[src/rtl/wb_regfile_scoreboard_if.sv]
// Decode/writeback-side bundle for wb_regfile_scoreboard.
// master: the pipeline (decode + writeback) driving requests.
// slave:  the register file / scoreboard answering them.
interface wb_regfile_scoreboard_if #(
  parameter int WORD_SIZE = 16,
  parameter int IDX_W     = 2
);
  // writeback port (stage 5)
  logic                 RegWrite;
  logic [IDX_W-1:0]     RegWriteTarget;
  logic [WORD_SIZE-1:0] WriteData;
  // decode read ports (stage 2)
  logic [IDX_W-1:0]     ReadAddr1;
  logic [IDX_W-1:0]     ReadAddr2;
  logic                 ReadUse1;
  logic                 ReadUse2;
  logic [WORD_SIZE-1:0] ReadData1;
  logic [WORD_SIZE-1:0] ReadData2;
  // scoreboard bookkeeping
  logic                 Issue;
  logic [IDX_W-1:0]     IssueTarget;
  logic                 Squash;
  logic [IDX_W-1:0]     SquashTarget;
  logic                 Stall;
  logic                 PendErr;

  modport master (
    output RegWrite, RegWriteTarget, WriteData,
    output ReadAddr1, ReadAddr2, ReadUse1, ReadUse2,
    output Issue, IssueTarget, Squash, SquashTarget,
    input  ReadData1, ReadData2, Stall, PendErr
  );

  modport slave (
    input  RegWrite, RegWriteTarget, WriteData,
    input  ReadAddr1, ReadAddr2, ReadUse1, ReadUse2,
    input  Issue, IssueTarget, Squash, SquashTarget,
    output ReadData1, ReadData2, Stall, PendErr
  );
endinterface

[src/rtl/wb_regfile_scoreboard.sv]
// Register file with per-register pending-writer scoreboard.
// Two combinational read ports for decode, one write port from writeback,
// and a saturating in-flight counter per register that drives Stall.
// Optional macro WB_BYPASS_EN: same-cycle writeback bypass on both read
// ports, and the last retiring writer no longer marks its register busy.
module wb_regfile_scoreboard #(
  parameter int WORD_SIZE   = 16,
  parameter int NUM_REGS    = 4,
  parameter int MAX_PENDING = 3
) (
  input  logic                   clk,
  input  logic                   reset,
  wb_regfile_scoreboard_if.slave bus
);

  localparam int IDX_W = (NUM_REGS > 1) ? $clog2(NUM_REGS) : 1;
  localparam int CNT_W = $clog2(MAX_PENDING + 1);

  logic [WORD_SIZE-1:0] regs_q  [NUM_REGS];
  logic [CNT_W-1:0]     cnt_q   [NUM_REGS];
  logic [CNT_W-1:0]     cnt_d   [NUM_REGS];
  logic                 pend_err_q;
  logic                 pend_err_d;
  logic [NUM_REGS-1:0]  busy;

  // Next pending count per register: net of issue / retire / squash, holding
  // on overflow and clamping to zero on underflow, both flagging an error.
  always_comb begin
    int nxt;
    pend_err_d = pend_err_q;
    for (int unsigned r = 0; r < NUM_REGS; r++) begin
      nxt = int'(cnt_q[r]);
      if (bus.Issue && (bus.IssueTarget == IDX_W'(r)))
        nxt = nxt + 1;
      if (bus.RegWrite && (bus.RegWriteTarget == IDX_W'(r)))
        nxt = nxt - 1;
      if (bus.Squash && (bus.SquashTarget == IDX_W'(r)))
        nxt = nxt - 1;
      if (nxt > MAX_PENDING) begin
        cnt_d[r]   = cnt_q[r];
        pend_err_d = 1'b1;
      end else if (nxt < 0) begin
        cnt_d[r]   = '0;
        pend_err_d = 1'b1;
      end else begin
        cnt_d[r]   = CNT_W'(nxt);
      end
    end
  end

  // Storage, counters and sticky error; reset drops every pending update.
  always_ff @(posedge clk) begin
    if (reset) begin
      for (int unsigned r = 0; r < NUM_REGS; r++) begin
        regs_q[r] <= '0;
        cnt_q[r]  <= '0;
      end
      pend_err_q <= 1'b0;
    end else begin
      if (bus.RegWrite)
        regs_q[bus.RegWriteTarget] <= bus.WriteData;
      for (int unsigned r = 0; r < NUM_REGS; r++)
        cnt_q[r] <= cnt_d[r];
      pend_err_q <= pend_err_d;
    end
  end

  // Busy map: a register with any in-flight writer is not yet readable.
  always_comb begin
    busy = '0;
    for (int unsigned r = 0; r < NUM_REGS; r++) begin
      busy[r] = (cnt_q[r] != '0);
`ifdef WB_BYPASS_EN
      // Final writer retiring now is forwarded, so it no longer blocks.
      if ((cnt_q[r] == CNT_W'(1)) && bus.RegWrite &&
          (bus.RegWriteTarget == IDX_W'(r)))
        busy[r] = 1'b0;
`endif
    end
  end

  // Read ports and stall decision, all combinational.
  always_comb begin
    bus.ReadData1 = regs_q[bus.ReadAddr1];
    bus.ReadData2 = regs_q[bus.ReadAddr2];
`ifdef WB_BYPASS_EN
    if (bus.RegWrite && (bus.RegWriteTarget == bus.ReadAddr1))
      bus.ReadData1 = bus.WriteData;
    if (bus.RegWrite && (bus.RegWriteTarget == bus.ReadAddr2))
      bus.ReadData2 = bus.WriteData;
`endif
    bus.Stall   = (bus.ReadUse1 && busy[bus.ReadAddr1]) ||
                  (bus.ReadUse2 && busy[bus.ReadAddr2]);
    bus.PendErr = pend_err_q;
  end

endmodule

[src/flat_wrapper.sv]
// flat-port wrapper written by rule: the top's interface ports become plain ports
module wb_regfile_scoreboard_flat 
#(
  parameter int WORD_SIZE   = 16,
  parameter int NUM_REGS    = 4,
  parameter int MAX_PENDING = 3
)
  (clk, reset, bus_RegWrite, bus_RegWriteTarget, bus_WriteData, bus_ReadAddr1, bus_ReadAddr2, bus_ReadUse1, bus_ReadUse2, bus_Issue, bus_IssueTarget, bus_Squash, bus_SquashTarget, bus_ReadData1, bus_ReadData2, bus_Stall, bus_PendErr);
  wb_regfile_scoreboard_if #(.WORD_SIZE(WORD_SIZE), .IDX_W(2)) bus_i ();
  input  logic clk;
  input  logic reset;
  input wire logic [$bits(bus_i.RegWrite)-1:0] bus_RegWrite;
  input wire logic [$bits(bus_i.RegWriteTarget)-1:0] bus_RegWriteTarget;
  input wire logic [$bits(bus_i.WriteData)-1:0] bus_WriteData;
  input wire logic [$bits(bus_i.ReadAddr1)-1:0] bus_ReadAddr1;
  input wire logic [$bits(bus_i.ReadAddr2)-1:0] bus_ReadAddr2;
  input wire logic [$bits(bus_i.ReadUse1)-1:0] bus_ReadUse1;
  input wire logic [$bits(bus_i.ReadUse2)-1:0] bus_ReadUse2;
  input wire logic [$bits(bus_i.Issue)-1:0] bus_Issue;
  input wire logic [$bits(bus_i.IssueTarget)-1:0] bus_IssueTarget;
  input wire logic [$bits(bus_i.Squash)-1:0] bus_Squash;
  input wire logic [$bits(bus_i.SquashTarget)-1:0] bus_SquashTarget;
  output wire logic [$bits(bus_i.ReadData1)-1:0] bus_ReadData1;
  output wire logic [$bits(bus_i.ReadData2)-1:0] bus_ReadData2;
  output wire logic [$bits(bus_i.Stall)-1:0] bus_Stall;
  output wire logic [$bits(bus_i.PendErr)-1:0] bus_PendErr;
  assign bus_i.RegWrite = bus_RegWrite;
  assign bus_i.RegWriteTarget = bus_RegWriteTarget;
  assign bus_i.WriteData = bus_WriteData;
  assign bus_i.ReadAddr1 = bus_ReadAddr1;
  assign bus_i.ReadAddr2 = bus_ReadAddr2;
  assign bus_i.ReadUse1 = bus_ReadUse1;
  assign bus_i.ReadUse2 = bus_ReadUse2;
  assign bus_i.Issue = bus_Issue;
  assign bus_i.IssueTarget = bus_IssueTarget;
  assign bus_i.Squash = bus_Squash;
  assign bus_i.SquashTarget = bus_SquashTarget;
  assign bus_ReadData1 = bus_i.ReadData1;
  assign bus_ReadData2 = bus_i.ReadData2;
  assign bus_Stall = bus_i.Stall;
  assign bus_PendErr = bus_i.PendErr;
  wb_regfile_scoreboard #(.WORD_SIZE(WORD_SIZE), .NUM_REGS(NUM_REGS), .MAX_PENDING(MAX_PENDING)) u_core (.clk(clk), .reset(reset), .bus(bus_i));
endmodule
[config.mk]
export PLATFORM = sky130hd
export DESIGN_NAME = wb_regfile_scoreboard_flat
export DESIGN_NICKNAME = d
export VERILOG_FILES = /design/src/rtl/wb_regfile_scoreboard_if.sv /design/src/rtl/wb_regfile_scoreboard.sv /design/src/flat_wrapper.sv
export SDC_FILE = /design/constraint.sdc
export NUM_CORES = 1
export LEC_CHECK = 0
export ABC_AREA = 1
export CORE_MARGIN = 4
export CORE_UTILIZATION = 60
export DETAILED_ROUTE_END_ITERATION = 16
export GPL_TIMING_DRIVEN = 1
export HOLD_SLACK_MARGIN = 0.06
export MAX_ROUTING_LAYER = met4
export PLACE_DENSITY = 0.92
export REMOVE_ABC_BUFFERS = 1
export SYNTH_ARGS = -nofsm -noshare
export SYNTH_HDL_FRONTEND = slang
export SYNTH_SLANG_ARGS = --single-unit
[constraint.sdc]
create_clock -name clk -period 6.74 [get_ports clk]
set_clock_uncertainty 0.2 [all_clocks]
set_input_delay 1.348 -clock clk [delete_from_list [all_inputs] [get_ports clk]]
set_output_delay 1.348 -clock clk [all_outputs]
set_load 0.02 [all_outputs]
==> results of run 1 <==
per-layer routing:
layer | up-vias | GRT usage [%]
met1 | 2170 | 29.9
met2 | 257 | 49.7
met4 | 0 | 13.1
met5 | - | -
li1 | 2251 | -
met3 | 47 | 3.16
registers in the layout (all words and copies together) (netlist names):
| name | count |
|---|---|
| u_core.cnt_q | 8 |
| u_core.bus.PendErr | 1 |
| u_core.regs_q | 64 |
where the power goes:
group | total, mW | switching [mW] | internal, mW | leakage (nW)
registers | 0.552 | 0.0230 | 0.529 | 0.704
logic | 0.330 | 0.199 | 0.131 | 1.70
clock network | 0.350 | 0.177 | 0.174 | 0.100
total | 1.23 | 0.398 | 0.834 | 2.51
tightest hold or removal path, delay by kind of cell (launching register included):
family / cells / cell delay [ns]
AOI/OAI and AO/OA: 1 / 0.05
DFF: 1 / 0.35
and+or+nand+nor: 1 / 0.08
worst paths after layout:
kind              slack (ns)  depth (start not counted)                 end
hold reg to reg         0.32                          2  u_core.cnt_q[2][0]
setup reg to reg        3.53                         20  u_core.bus.PendErr
hold / removal          0.32                          2  u_core.cnt_q[2][0]
setup / recovery        1.44                          6    bus_ReadData2[8]
final cells by class:
type                       instances  area (um2)
tap                              102         128
timing repair buffer              74         721
clock buffer                       9         124
clock inverter                     7        77.6
multi-input combinational        463        2290
fill                             553        2020
sequential                        73        2100
inverter                          80         300
Yosys cell counts (all sizes together):
| master | count | area, um2 |
|---|---|---|
| buf | 9 | 45.0 |
| a31oi | 2 | 12.5 |
| ha | 23 | 288 |
| xor2 | 3 | 26.3 |
| o21ai | 69 | 345 |
| nand2 | 112 | 425 |
| o211ai | 2 | 15.0 |
| or2 | 5 | 31.3 |
| clkbuf | 18 | 67.6 |
| o22ai | 32 | 200 |
| clkinv | 1 | 3.75 |
| nor2 | 148 | 578 |
| dfxtp | 9 | 180 |
| nand3 | 37 | 190 |
| nand3b | 4 | 30.0 |
| inv | 79 | 297 |
| a32o | 1 | 10.0 |
| a21oi | 15 | 75.1 |
| edfxtp | 64 | 1920 |
| nor3 | 2 | 10.0 |
| nand4 | 8 | 56.3 |
stage by stage:
step / utilization [%] / hold slack, ns
2_1_floorplan: - / 0.262
3_3_place_gp: 71.4 / 0.286
3_5_place_dp: 71.4 / 0.294
4_1_cts: 74.0 / 0.314
5_1_grt: 74.0 / 0.352
6_report: 74.0 / 0.320
layout by cell type, fill, tap and decap left out, types with 3 or more instances in the layout:
cell type	instances
nor2_1	141
nand2_1	110
inv_1	78
o21ai_0	68
clkdlybuf4s50_1	66
edfxtp_1	64
nand3_1	36
o22ai_1	32
ha_1	23
a21oi_1	15
clkbuf_8	9
dfxtp_1	9
buf_4	8
nand4_1	7
nor2_2	6
or2_2	5
nand3b_1	4
xor2_1	3
kinds of logic after synthesis:
family	Yosys count	share of synthesized area [%]
and+or+nand+nor	316	27.5
AOI/OAI and AO/OA	121	13.7
buffers and inverters	107	8.59
DFF	73	43.7
adders and majority gates	23	5.98
xor gates and xnor gates	3	0.547
==> impl_metrics.ini, run 1 <==
[status]
status = complete, no violations

[clock_tree]
clock-sinks = 73
cts_tree = yes
worstSkewPairLatency_ns = 0.36
hold_buffers = 0
post_cts_resized = 0
path_clk_slew_ns = 0.07
cts_htree_levels = 3
cts_root_buf = clkbuf_8
cts_made_buffers = 9
cts.path.max_buffers = 2
post-cts-setup-buffers = 0

[timing]
setup_violations = 0
max_freq_mhz = 189
tns_ns = 0
slew_viol_final = 0
worst-slew-pin-transition_ns = 1.02
fin_ws_ns = 1.44
fin_crit_sh_pct = 78.7
worst_slew_margin_rel_pct = 31.8
hold_viol = 0
grt_setup_unrepaired = no
period_needed_ns = 5.30

[final_layout]
fin_nets = 757
n_antenna_cell = 0
areaGrowthSynthToFinish_pct = 19.5
final_layout_size_suffix_gt1_share_pct = 5.81
fin_area_mm2 = 0.00575
final_cells = 808

[worst_hold_path]
worstHoldStart = u_core.cnt_q[2][0]
min_path_type = reg -> reg

[detailed_routing]
wl_um = 13000
postRouteAntennaNets = 0
wl_met2_um = 6660
drc_errors = 0
topRoutingLayerUsed = met4
wl_met1_um = 4800
post_drt_wl_per_cell_um = 16.0
drt_iter0_drc = 454
vias = 4725
dr.pass1.iters = 6
met3_length_um = 1110
drt-vias-per-instance = 5.85

[place]
place.port_buffers = 66
dpl.cell_count = 792
dp_hpwl_um = 8890
pre_cts_ws_ns = 1.50
place_area_mm2 = 0.00554
place.gp.congestion = 0.828

[yosys]
synth.cell_area_mm2 = 0.00481
ys_warn_count = 0
syn_inst = 643
seq_area_frac_synth_pct = 43.7
synth_cell_type_count = 30
avgSynthCellArea_um2 = 7.48
synth_seq_cells = 73

[worst_setup_path]
cp_slowest_stage_delay_ns = 0.71
crit_fanout = 37
crit_buf_inv = 4
crit_top_cell = clkdlybuf4s50_1
slowest_stage = inv_1
crit_required_ns = 5.19
arrival_ns = 3.76
critPathCaptureType = output port
rr_startpoint = u_core.cnt_q[2][1]
cp-start-kind = primary input
critPathTopFamily = buffers and inverters
startpoint = bus_ReadAddr2[0]
path_class = in -> out
path_cells = clkdlybuf4s50_1, buf_4, inv_1, o21ai_0, o22ai_1, clkdlybuf4s50_1

[floorplanning]
fp-row-count = 32
core_area_mm2 = 0.00777
die_h_um = 97.5
die-area_mm2 = 0.00951
io_pins = 67
die_width_um = 97.5
start_util_pct = 61.9

[global_route]
grt_max_degree = 38
antenna_found_initial = 0
grt-ovfl-total = 0
grt_usage_pct = 27.5
grt_pass1_wl_um = 20500
grt_pass1_vias = 4534

[pwr]
pwr_density_cell_mw_per_mm2 = 215
p_leak_nw = 2.51
p_total_mw = 1.23
ir_worst_vdd_mv = 0.102

[run]
drv_cap = 0
Note: power is estimated with default switching activity, not from simulation.
==> inputs of run 2 (changes only) <==
Settings changed: CORE_UTILIZATION 60 to 50, PLACE_DENSITY 0.92 to 0.83.
Clock period 6.74 ns to 4.56 ns, I/O delays scaled along.
==> impl_metrics.ini, run 2 (same netlist as run 1, synthesis figures left out) <==
[status]
status = complete, no violations

[floorplanning]
die_width_um = 106
fp-row-count = 35
start_util_pct = 51.8
io_pins = 67
core_area_mm2 = 0.00928
die_h_um = 106
die-area_mm2 = 0.0112

[worst_setup_path]
crit_buf_inv = 3
reg2reg_to = u_core.bus.PendErr
startpoint = bus_ReadAddr1[0]
path_cells = clkdlybuf4s50_1, clkinv_1, o211ai_1, a32o_1, clkdlybuf4s50_1
crit_required_ns = 3.45
crit_fanout = 16
slowest_stage = clkdlybuf4s50_1
path_class = in -> out
cp-start-kind = primary input
critPathTopFamily = buffers and inverters
crit_top_cell = clkdlybuf4s50_1
r2r_slack_ns = 1.45
rr_startpoint = u_core.cnt_q[2][0]
critPathCaptureType = output port
arrival_ns = 2.98
r2r_cells = 20
crit_cells = 5
cp_slowest_stage_delay_ns = 0.60

[worst_hold_path]
worstHoldStart = u_core.cnt_q[2][1]
hold_depth = 2
min_path_type = reg -> reg
worstHoldEndpoint = u_core.cnt_q[2][1]

[final_layout]
register_area_mm2 = 0.00210
mostFrequentLayoutCell = nor2_1
final_layout_size_suffix_gt1_share_pct = 6.34
multiInputGateArea_mm2 = 0.00229
n_antenna_cell = 0
fillers = 768
areaGrowthSynthToFinish_pct = 21.4
fin_util_pct = 62.9
final_cell_mix = nor2_1 (141), nand2_1 (110), inv_1 (78)
largest_reg_flops = 64
top_register = u_core.regs_q
fin_nets = 761

[pwr]
pwr_density_cell_mw_per_mm2 = 318
p_total_mw = 1.86
ir_worst_vdd_mv = 0.164
power_frac_comb_pct = 26.5
clkPwrFrac_pct = 29.8
intPower_mw = 1.29
power_switching_mw = 0.571
p_leak_nw = 2.54
seqPwrFrac_pct = 43.8
switching_share_pct = 30.7

[global_route]
grt_pass1_vias = 4440
grt_max_degree = 33
grt_usage_pct = 23.3
grt_pass1_wl_um = 20500
grt-ovfl-total = 0
antenna_found_initial = 0

[clock_tree]
post_cts_resized = 0
cts_root_buf = clkbuf_8
hold_buffers = 0
cts_made_buffers = 9
path_clk_slew_ns = 0.08
worstSkewPairLatency_ns = 0.34
clock-sinks = 73
cts_tree = yes
cts_htree_levels = 3
post-cts-setup-buffers = 0
cts.path.max_buffers = 2

[place]
place.gp.congestion = 0.887
pre_cts_ws_ns = 0.327
dp_hpwl_um = 8850
place.port_buffers = 66

[detailed_routing]
post_drt_wl_per_cell_um = 15.3
dr.pass1.iters = 5
drc_errors = 0
vias = 4649
wl_um = 12800
drt-vias-per-instance = 5.54
postRouteAntennaNets = 0
drt_iter0_drc = 284

[timing]
hold_viol = 0
grt_setup_unrepaired = no
period_needed_ns = 4.09
tns_ns = 0
worst-slew-pin-transition_ns = 0.866
setup_violations = 0
worst_slew_margin_rel_pct = 42.1
fin_crit_sh_pct = 89.7
hold_slack_ns = 0.303
fin_ws_ns = 0.470
slew_viol_final = 0
max_freq_mhz = 245

[run]
drv_cap = 0
-- run 2: cell types whose count changed in the layout (fill, tap and decap cells not counted) --
cell / delta
inv_6: -1
clkinv_4: -2
buf_4: +3
buf_12: +1
clkinv_2: +1
bufinv_16: +1
clkinvlp_4: +1
-- run 2: worst max path at each step --
stage,endpoint
floorplan,u_core.bus.PendErr
global placement,u_core.bus.PendErr
detailed placement,u_core.bus.PendErr
CTS,bus_Stall
global route,bus_Stall
finish,bus_Stall
-- run 2: layer usage --
metal	routed length (um)	GRT usage [%]	vias up
met3	1060	3.58	37
met1	5060	27.2	2128
met2	6380	39.8	228
li1	-	-	2256
met4	323	10.5	0
met5	0	-	-
-- run 2: worst register-to-register path, cell delays in order, from the launching register on --
cell     delay [ns]
dfxtp_1        0.40
inv_1          0.08
ha_1           0.28
inv_1          0.05
o21ai_0        0.17
inv_1          0.08
ha_1           0.26
or2_2          0.29
nand2_1        0.11
inv_1          0.06
ha_1           0.18
inv_1          0.06
nor2_1         0.06
nand2_1        0.07
nand2_1        0.04
nor2_1         0.13
nand3_1        0.11
nor2_2         0.13
nand2_1        0.07
nor2_1         0.10
nor2_1         0.04
-- run 2: power groups by stage --
| stage | Clock, mW | Combinational (mW) | Sequential, mW |
|---|---|---|---|
| floorplan | 0 | 0.289 | 0.818 |
| global placement | 0 | 0.468 | 0.824 |
| detailed placement | 0 | 0.488 | 0.827 |
| CTS | 0.555 | 0.490 | 0.812 |
| global route | 0.588 | 0.546 | 0.820 |
| finish | 0.553 | 0.492 | 0.813 |
-- run 2: metrics by stage --
step / cells / instance area, um2
global placement: 823 / 5620
finish: 839 / 5840
global route: 839 / 5840
floorplan: 616 / 4700
CTS: 839 / 5840
detailed placement: 823 / 5620
-- run 2: final cells by class --
cell class / count / share of cell area [%]
multi-input cells: 463 / 39.3
flip-flops and latches: 73 / 36.0
repair buffers: 78 / 13.1
inverters: 80 / 5.14
well taps: 129 / 2.76
clock buffers: 9 / 2.12
clock inverters: 7 / 1.61
